### config.mk
export PLATFORM = sky130hd
export DESIGN_NAME = counter_cycle_arbiter
export DESIGN_NICKNAME = d
export VERILOG_FILES = /design/src/rtl/counter_cycle_arbiter.sv
export SDC_FILE = /design/constraint.sdc
export NUM_CORES = 1
export LEC_CHECK = 0
export ABC_CLOCK_PERIOD_IN_PS = 800
export BUFFER_PORTS_ARGS = -buffer_cell sky130_fd_sc_hd__buf_2
export CORE_MARGIN = 5
export CORE_UTILIZATION = 44
export CTS_CLUSTER_SIZE = 10
export DETAILED_ROUTE_END_ITERATION = 6
export HOLD_SLACK_MARGIN = 0.15
export PLACE_DENSITY = 0.8
export SLEW_MARGIN = 10
export SYNTH_ARGS = -nofsm -noshare
export SYNTH_HDL_FRONTEND = slang
export SYNTH_SLANG_ARGS = --single-unit
### constraint.sdc
create_clock -name SIM_CLK -period 0.8 [get_ports SIM_CLK]
set_input_delay 0.08 -clock SIM_CLK [delete_from_list [all_inputs] [get_ports SIM_CLK]]
set_output_delay 0.08 -clock SIM_CLK [all_outputs]
set_load 0.01 [all_outputs]
### src/rtl/counter_cycle_arbiter.sv
// -----------------------------------------------------------------------------
// counter_cycle_arbiter
//
// Keeps the 12-step memory-cycle time-pulse count (TP 1..12) and, when the
// instruction sequencer allows it, steals one memory cycle to service a
// counter-cell increment request. During a stolen cycle it drives the
// read/write/clear strobes and the PINC/MINC increment strobes to the
// service-gate decoder.
//
// Ports:
//   SIM_CLK         clock, one time pulse per rising edge
//   SIM_RST         asynchronous active-low reset (release synchronized)
//   CNTREQ[NREQ]    level increment requests, held until acknowledged
//   CNTDIR[NREQ]    per-request direction, 0 = plus, 1 = minus
//   ST_ALLOW        stolen cycle permitted, sampled at TP12 only
//   GOJAM_n         synchronous abort, active-low
//   TP[4]           current time pulse, 1..12
//   STEAL           high for all 12 pulses of a stolen cycle
//   CADDR           granted counter index, held through the stolen cycle
//   CNTACK[NREQ]    one-hot, one-clock acknowledge at TP12
//   RT_n RSC_n WG_n WT_n WSC_n CT_n PINC_n MINC_n  active-low strobes
//
// Build option:
//   CNT_ROUNDROBIN_EN  rotating priority starting after the last acknowledged
//                      index; otherwise fixed priority, lowest index first.
// -----------------------------------------------------------------------------
module counter_cycle_arbiter #(
  parameter  int NREQ = 8,
  localparam int AW   = (NREQ > 1) ? $clog2(NREQ) : 1
) (
  input  logic            SIM_CLK,
  input  logic            SIM_RST,
  input  logic [NREQ-1:0] CNTREQ,
  input  logic [NREQ-1:0] CNTDIR,
  input  logic            ST_ALLOW,
  input  logic            GOJAM_n,
  output logic [3:0]      TP,
  output logic            STEAL,
  output logic [AW-1:0]   CADDR,
  output logic [NREQ-1:0] CNTACK,
  output logic            RT_n,
  output logic            RSC_n,
  output logic            WG_n,
  output logic            WT_n,
  output logic            WSC_n,
  output logic            CT_n,
  output logic            PINC_n,
  output logic            MINC_n
);

  localparam logic [3:0] TP_FIRST = 4'd1;
  localparam logic [3:0] TP_LAST  = 4'd12;

  typedef enum logic {
    S_IDLE  = 1'b0,
    S_STEAL = 1'b1
  } state_t;

  // Active-low strobe bundle; all ones means nothing asserted.
  typedef struct packed {
    logic rt;
    logic rsc;
    logic wg;
    logic wt;
    logic wsc;
    logic ct;
    logic pinc;
    logic minc;
  } strobe_t;

  // Reset synchronizer: assertion is immediate, release waits two edges.
  logic [1:0] rst_sync_q;
  logic       rst_n;

  always_ff @(posedge SIM_CLK or negedge SIM_RST) begin
    if (!SIM_RST) rst_sync_q <= 2'b00;
    else          rst_sync_q <= {rst_sync_q[0], 1'b1};
  end

  assign rst_n = rst_sync_q[1];

  logic [3:0]      tp_q,     tp_d;
  state_t          state_q,  state_d;
  logic [AW-1:0]   caddr_q,  caddr_d;
  logic            dir_q,    dir_d;
  logic [NREQ-1:0] cntack_q, cntack_d;
  strobe_t         strb_q,   strb_d;
  logic            steal_d;

  logic [NREQ-1:0] req_masked;
  logic            grant_found;
  logic [AW-1:0]   grant_idx;

  // A requester being acknowledged this clock may still hold its request
  // line; it must not win again on the same edge.
  assign req_masked = CNTREQ & ~cntack_q;

`ifdef CNT_ROUNDROBIN_EN
  logic [AW-1:0] rr_ptr_q, rr_ptr_d;
`endif

  // Priority search over the masked requests.
  always_comb begin : arb_search
    int idx;
    grant_found = 1'b0;
    grant_idx   = '0;
    idx         = 0;
    for (int k = 0; k < NREQ; k++) begin
`ifdef CNT_ROUNDROBIN_EN
      idx = (int'(rr_ptr_q) + k) % NREQ;
`else
      idx = k;
`endif
      if (!grant_found && req_masked[idx]) begin
        grant_found = 1'b1;
        grant_idx   = AW'(idx);
      end
    end
  end

  // Next-state and registered-output decode. Strobes are decoded from the
  // next TP/state so they change on the same edge as TP with no glitch.
  always_comb begin
    // NOTE: every *_d takes a default before any condition, so no path can
    // leave one unassigned and infer a latch.
    tp_d     = (tp_q == TP_LAST) ? TP_FIRST : tp_q + 4'd1;
    state_d  = state_q;
    caddr_d  = caddr_q;
    dir_d    = dir_q;
    strb_d   = '1;
    cntack_d = '0;

    if (tp_q == TP_LAST) begin
      if (ST_ALLOW && grant_found) begin
        state_d = S_STEAL;
        caddr_d = grant_idx;
        dir_d   = CNTDIR[grant_idx];
      end else begin
        state_d = S_IDLE;
      end
    end

    // Abort wins over the TP12 decision; the aborted grant is never acked.
    if (!GOJAM_n) begin
      tp_d    = TP_FIRST;
      state_d = S_IDLE;
      caddr_d = caddr_q;
      dir_d   = dir_q;
    end

    steal_d = (state_d == S_STEAL);

    if (steal_d) begin
      unique case (tp_d)
        4'd2: begin
          strb_d.rt  = 1'b0;
          strb_d.rsc = 1'b0;
        end
        4'd5: begin
          if (dir_d) strb_d.minc = 1'b0;
          else       strb_d.pinc = 1'b0;
        end
        4'd8: begin
          strb_d.wt  = 1'b0;
          strb_d.wg  = 1'b0;
          strb_d.wsc = 1'b0;
        end
        4'd11: strb_d.ct = 1'b0;
        4'd12: cntack_d = {{(NREQ-1){1'b0}}, 1'b1} << caddr_d;
        default: ;
      endcase
    end
  end

`ifdef CNT_ROUNDROBIN_EN
  // Pointer moves past the acknowledged index as the ack is issued.
  always_comb begin
    rr_ptr_d = rr_ptr_q;
    if (cntack_d != '0) begin
      rr_ptr_d = (caddr_d == AW'(NREQ - 1)) ? '0 : caddr_d + AW'(1);
    end
  end

  always_ff @(posedge SIM_CLK or negedge rst_n) begin
    if (!rst_n) rr_ptr_q <= '0;
    else        rr_ptr_q <= rr_ptr_d;
  end
`endif

  always_ff @(posedge SIM_CLK or negedge rst_n) begin
    // NOTE: sequential state uses non-blocking assignments so every flop
    // samples the pre-edge values regardless of statement order.
    if (!rst_n) begin
      tp_q     <= TP_FIRST;
      state_q  <= S_IDLE;
      caddr_q  <= '0;
      dir_q    <= 1'b0;
      cntack_q <= '0;
      strb_q   <= '1;
    end else begin
      tp_q     <= tp_d;
      state_q  <= state_d;
      caddr_q  <= caddr_d;
      dir_q    <= dir_d;
      cntack_q <= cntack_d;
      strb_q   <= strb_d;
    end
  end

  assign TP     = tp_q;
  assign STEAL  = (state_q == S_STEAL);
  assign CADDR  = caddr_q;
  assign CNTACK = cntack_q;
  assign RT_n   = strb_q.rt;
  assign RSC_n  = strb_q.rsc;
  assign WG_n   = strb_q.wg;
  assign WT_n   = strb_q.wt;
  assign WSC_n  = strb_q.wsc;
  assign CT_n   = strb_q.ct;
  assign PINC_n = strb_q.pinc;
  assign MINC_n = strb_q.minc;

endmodule

# Yosys cells after proc, flatten, opt, wreduce, memory -nomap -nowiden
# Cells that the tools add are included.
# totals
latch_bits,0
memories,0
elab_cells,77
rom_bits,0
output_inout_bits,24
inputBits,20
regBits,27
ram_bits,0
# op_classes
eq_ne,6
mux,37
n_addsub,1
magnitude_cmp,1
mul,0
bitwise,2
n_shift,1
reduce_logical,15
div_mod_pow,0
# op_table
op,n
$mux W3,10
$mux W8,3
$mux W1,19
$eq A4 B4 Y1 const B,4
$and A8 B8 Y8,1
$logic_and A1 B1 Y1,8
$mux W4,2
$not A8 Y8,1
$shl A1 B3 Y8 const A,1
$logic_not A1 Y1,7
$add A4 B1 Y4 const B,1
$eq A4 B2 Y1 const B,1
$eq A4 B3 Y1 const B,1
$lt A3 B4 Y1 const B,1
$mux W2,2
$bmux W1 S3,1

# Logic depth before layout (Yosys ltp)
# logic_depth
word_depth,32
depth_mapped,9
ltp_nobuf,9

# Worst setup path before layout
# OpenSTA, ideal clock, no wires.
# synth_timing
path_type,register to register
from,reg tp_q[0] (netlist: TP[0])
to,"reg strb_q, in the netlist PINC_n"
stages_incl_launch_ff,8
arrival_ns,1.969
path_slack_ns,-1.263
setup_ns,0.094
period_less_slack_ns,2.063
t_required_ns,0.706
n_path_buf,0
path_cell_list,dfstp_2 inv_1 ha_1 and4_1 a21bo_1 a21o_1 nor4b_2 or4b_1
# synth_lines
element,line_no,rtl
"start, declared",82,"logic [3:0] tp_q, tp_d;"
"start signal, assigned",201,tp_q <= tp_d;
"end signal, assigned",206,strb_q <= strb_d;
"end, declared",87,"strobe_t strb_q, strb_d;"

# Final worst setup path
# layout_timing
from,reg tp_q[0] (netlist: TP[0])
to,reg cntack_q[0] (netlist: CNTACK[0])
# layout_between
elab_chain_cells,6
elab_cells_between_ends,12
cone_classes,1 x add/sub; 2 x eq/ne; 1 x shift; 8 x mux
# layout_rtl
element,line_no,rtl
$add A4 B1 Y4 / $eq A4 B4 Y1 (equally long branches),126,tp_d = (tp_q == TP_LAST) ? TP_FIRST : tp_q + 4'd1;
$mux W4 (*),126,
$mux W4 (*),144,if (!GOJAM_n) begin
net tp_d[3],82,
$eq A4 B4 Y1 (*),154,unique case (tp_d)
$mux W8 (*),154,
$mux W8 (*),153,if (steal_d) begin
net cntack_d[0],86,"logic [NREQ-1:0] cntack_q, cntack_d;"
"end signal, assigned",205,cntack_q <= cntack_d;
"end, declared",86,
# The timed path passes the listed nets; every way through them passes the cells marked *.

==> summary.txt <==
Clocking
  • Hold_buf cts: 3
  • CTS tree: done
  • Clk buf depth: 2
  • Worst-Skew Late Latency: 0.32 ns
  • Sink Count: 24
  • Worst-path clk slew: approximately 0.14 ns
  • H-tree depth: 1
  • Clk Tree Root Cell: clkbuf_4
  • CTS buffer count: 3

Timing
  • Final Hold Viols: 0
  • Setup Viol. Count Final: 46
  • RSZ-0062 raised after global routing: true
  • Crit share post-route: 279.8%
  • Min Tclk post-route: between 2 and 2.5 ns
  • Slew Limit Fails: 0
  • Worst clock skew: 0.01914 ns
  • Worst setup margin: -1.438 ns
  • Max Fclk: roughly 450 MHz

Layout
  • Commonest cells after routing, fill and taps aside: buf_6 (43), buf_4 (42), buf_2 (24)
  • Layout cells sized above 1: slightly above 70%
  • N_diodes: 0
  • Nets: between 200 and 300
  • Syn-to-layout area delta: 104.1%
  • Post-route cell area: roughly 2600 um^2
  • Most common cell after layout, fill and taps aside: buf_6
  • Final Non-Filler Cells: ~270

Critical path
  • Setup crit end kind: flip-flop
  • Worst setup path start: TP[0]
  • Max incr delay on CP: 0.60 ns
  • Crit path cell chain: inv_2 > ha_4 > buf_6 > a21oi_4 > o21ai_2 > o41ai_2 > nand2_1 > inv_2 > buf_6 > nand4b_1 > nor2_1
  • Worst setup SP type: flip-flop
  • Worst setup path category: reg2reg
  • Arrival time worst endpoint: roughly 2.5 ns
  • Crit path max-delay family: flip-flops
  • Crit-path max FO: 4
  • CP required: just over 1 ns
  • Worst flop-to-flop path startpoint: TP[0]
  • CP Buf/Inv Count: 4
  • CP max stage cell: dfstp_2

Synth
  • Area leader, netlist: dfrtp_1
  • Synth area leaders: dfrtp_1 (36%), dfstp_2 (12%), inv_1 (3.6%), nor2_1 (3.3%), nand2_1 (2.7%)
  • Synth unique cells: 43
  • Post-Synthesis Cells: ~130
  • EDFF count, synth: 0
  • Ys async rst share: 100.0%
  • Mapped cell area: around 1300 um^2
  • Mean Syn Cell Area: ~10 um^2
  • Seq cells post-synth: 24
  • Yosys warning total: 0
  • Mapped Nets: around 150
  • Top_reg_cell synth: dfrtp_1
  • Synth top area share: a little over a third
  • Sequential area share after synthesis: around 48%

Drt
  • Metal-1 WL: 2293 um
  • Total wire length: ~6500 um
  • Drt pass-1 iters: 4
  • Initial DRC count: around 110
  • Final ANT Viol Nets: 0
  • DRC errors left: 0
  • Drt wl/cell: 24.24 um
  • Max layer used: met4
  • WL met2: 3390 um
  • Via count: approximately 1600
  • DR vias/cell: about 6
  • Met3 routed WL: between 300 and 400 um

Floorplanning
  • Core area: 2758 um^2
  • Die width: about 64 um
  • Die footprint: 4057 um^2
  • Boundary pin count: between 40 and 50
  • Die Y: around 64 um
  • Rows: 19
  • Initial Utilization: roughly 46%

Pwr
  • Max IR drop VDD: between 1 and 1.5 mV
  • Pleak: roughly 1.2 nW
  • Pwr dens: about 1100 nW/um^2

Global routing
  • GRT overflow: 0
  • Largest net degree at the start of global routing: 21
  • GR Util All Layers: 28.31%
  • Vias in the first global route: 1720
  • First-pass GRT wire length: 8818 um
  • Initial antenna violation count: 0

Min path
  • Hold Path Class: reg2async

Placement
  • HPWL Detailed: around 3100 um
  • Placed Cells: 230
  • Placed cell areas: approximately 1800 um^2
  • Routability cong.: 0.9678
  • I/O Buffers: 43

Run status
  • Violated checks: setup timing
  • Status: complete, but fails checks

Run
  • MaxCap Viol Count: 0
==> sequential cells by signal (all words and copies together), names as in the netlist <==
signal and cells:
MINC_n 1, CADDR 3, RSC_n 1, CNTACK 8, STEAL 1, PINC_n 1, WG_n 1, rst_sync_q 2
TP 4, dir_q 1, CT_n 1
==> timing repair <==
item                                    CTS  global route
resized for setup                        62            37
gates cloned                              0             0
buffers inserted                         26            17
endpoints found under the setup margin   45            46
hold endpoints to repair                  5             2
pin swaps                                17            25
==> path summary, 6_finish.rpt <==
check                                     end  depth (start not counted)  slack [ns]
worst max-delay path                CNTACK[0]                         11       -1.44
worst min-delay path                 CADDR[1]                          0        0.09
worst max register to register      CNTACK[0]                         11       -1.44
worst min register to register       CADDR[1]                          0        0.09
max in group asynchronous       rst_sync_q[1]                          3        0.05
min in group SIM_CLK                    TP[2]                          4        0.19
==> metrics by stage <==
stage	power [W]	utilization (%)	setup TNS [ns]	hold WS [ns]	worst slack, ns
finish	0.002735	93.92	-31.15	0.08602	-1.438
floorplan	0.001497	-	-17.00	-0.2156	-1.206
global route	0.002849	93.92	-33.29	0.09896	-1.561
global placement	0.001736	66.38	-18.09	-0.1358	-1.163
detailed placement	0.001767	66.38	-20.00	-0.1332	-1.329
CTS	0.002555	86.48	-27.62	0.07825	-1.292
==> per-layer routing <==
layer	vias to the layer above	track usage, %
met1	796	29.87
met2	95	50.76
met5	-	0
li1	666	-
met3	40	5.506
met4	0	17.40
==> synth_stat cells, types with 2 or more instances <==
library cell  number
o21ai_0            4
buf_4              3
nand4_1            3
nor2b_1            4
inv_1             12
a211oi_1           3
nand2b_4           2
nor3_1             2
nand3_1            3
o31ai_1            2
nor3b_1            3
a31oi_1            4
ha_1               2
dfrtp_1           18
a21oi_1            3
nor2_1            11
nand2_1            9
mux2i_1            3
dfstp_2            6
nand2b_1           4
a21o_1             2
==> layout make-up <==
cell class	count	area (um^2)
Clock buffer	4	36.28
Fill cell	80	167.7
Inverter	12	45.04
Multi-Input combinational cell	85	892.1
Sequential cell	24	608.1
Tap cell	31	38.79
Timing Repair Buffer	113	969.7
==> power by group <==
part	switching [W]	internal [W]	leakage (nW)
combinational	0.000409	0.000411	0.882
sequential	0.0000284	0.00124	0.308
clock	0.000368	0.000278	0.0210
==> kinds of logic (layout without fill, tap and decap cells) <==
family | Yosys count | count (layout) | synth area share (%)
buffers and inverters | 16 | 129 | 5.719
adder cells (fa/ha/maj) | 2 | 2 | 1.972
flip-flops | 24 | 24 | 47.93
AO/OA/AOI/OAI | 27 | 27 | 16.27
AND/OR/NAND/NOR | 52 | 52 | 25.44
multiplexers | 3 | 3 | 2.367
other | 1 | 1 | 0.2956
==> worst register-to-register path, stage by stage (launching register included) <==
cell and delay (ns):
dfstp_2 0.60, inv_2 0.07, ha_4 0.18, buf_6 0.12
a21oi_4 0.14, o21ai_2 0.10, o41ai_2 0.06, nand2_1 0.14
inv_2 0.16, buf_6 0.13, nand4b_1 0.22, nor2_1 0.23
(Power assumes the default switching activity.)
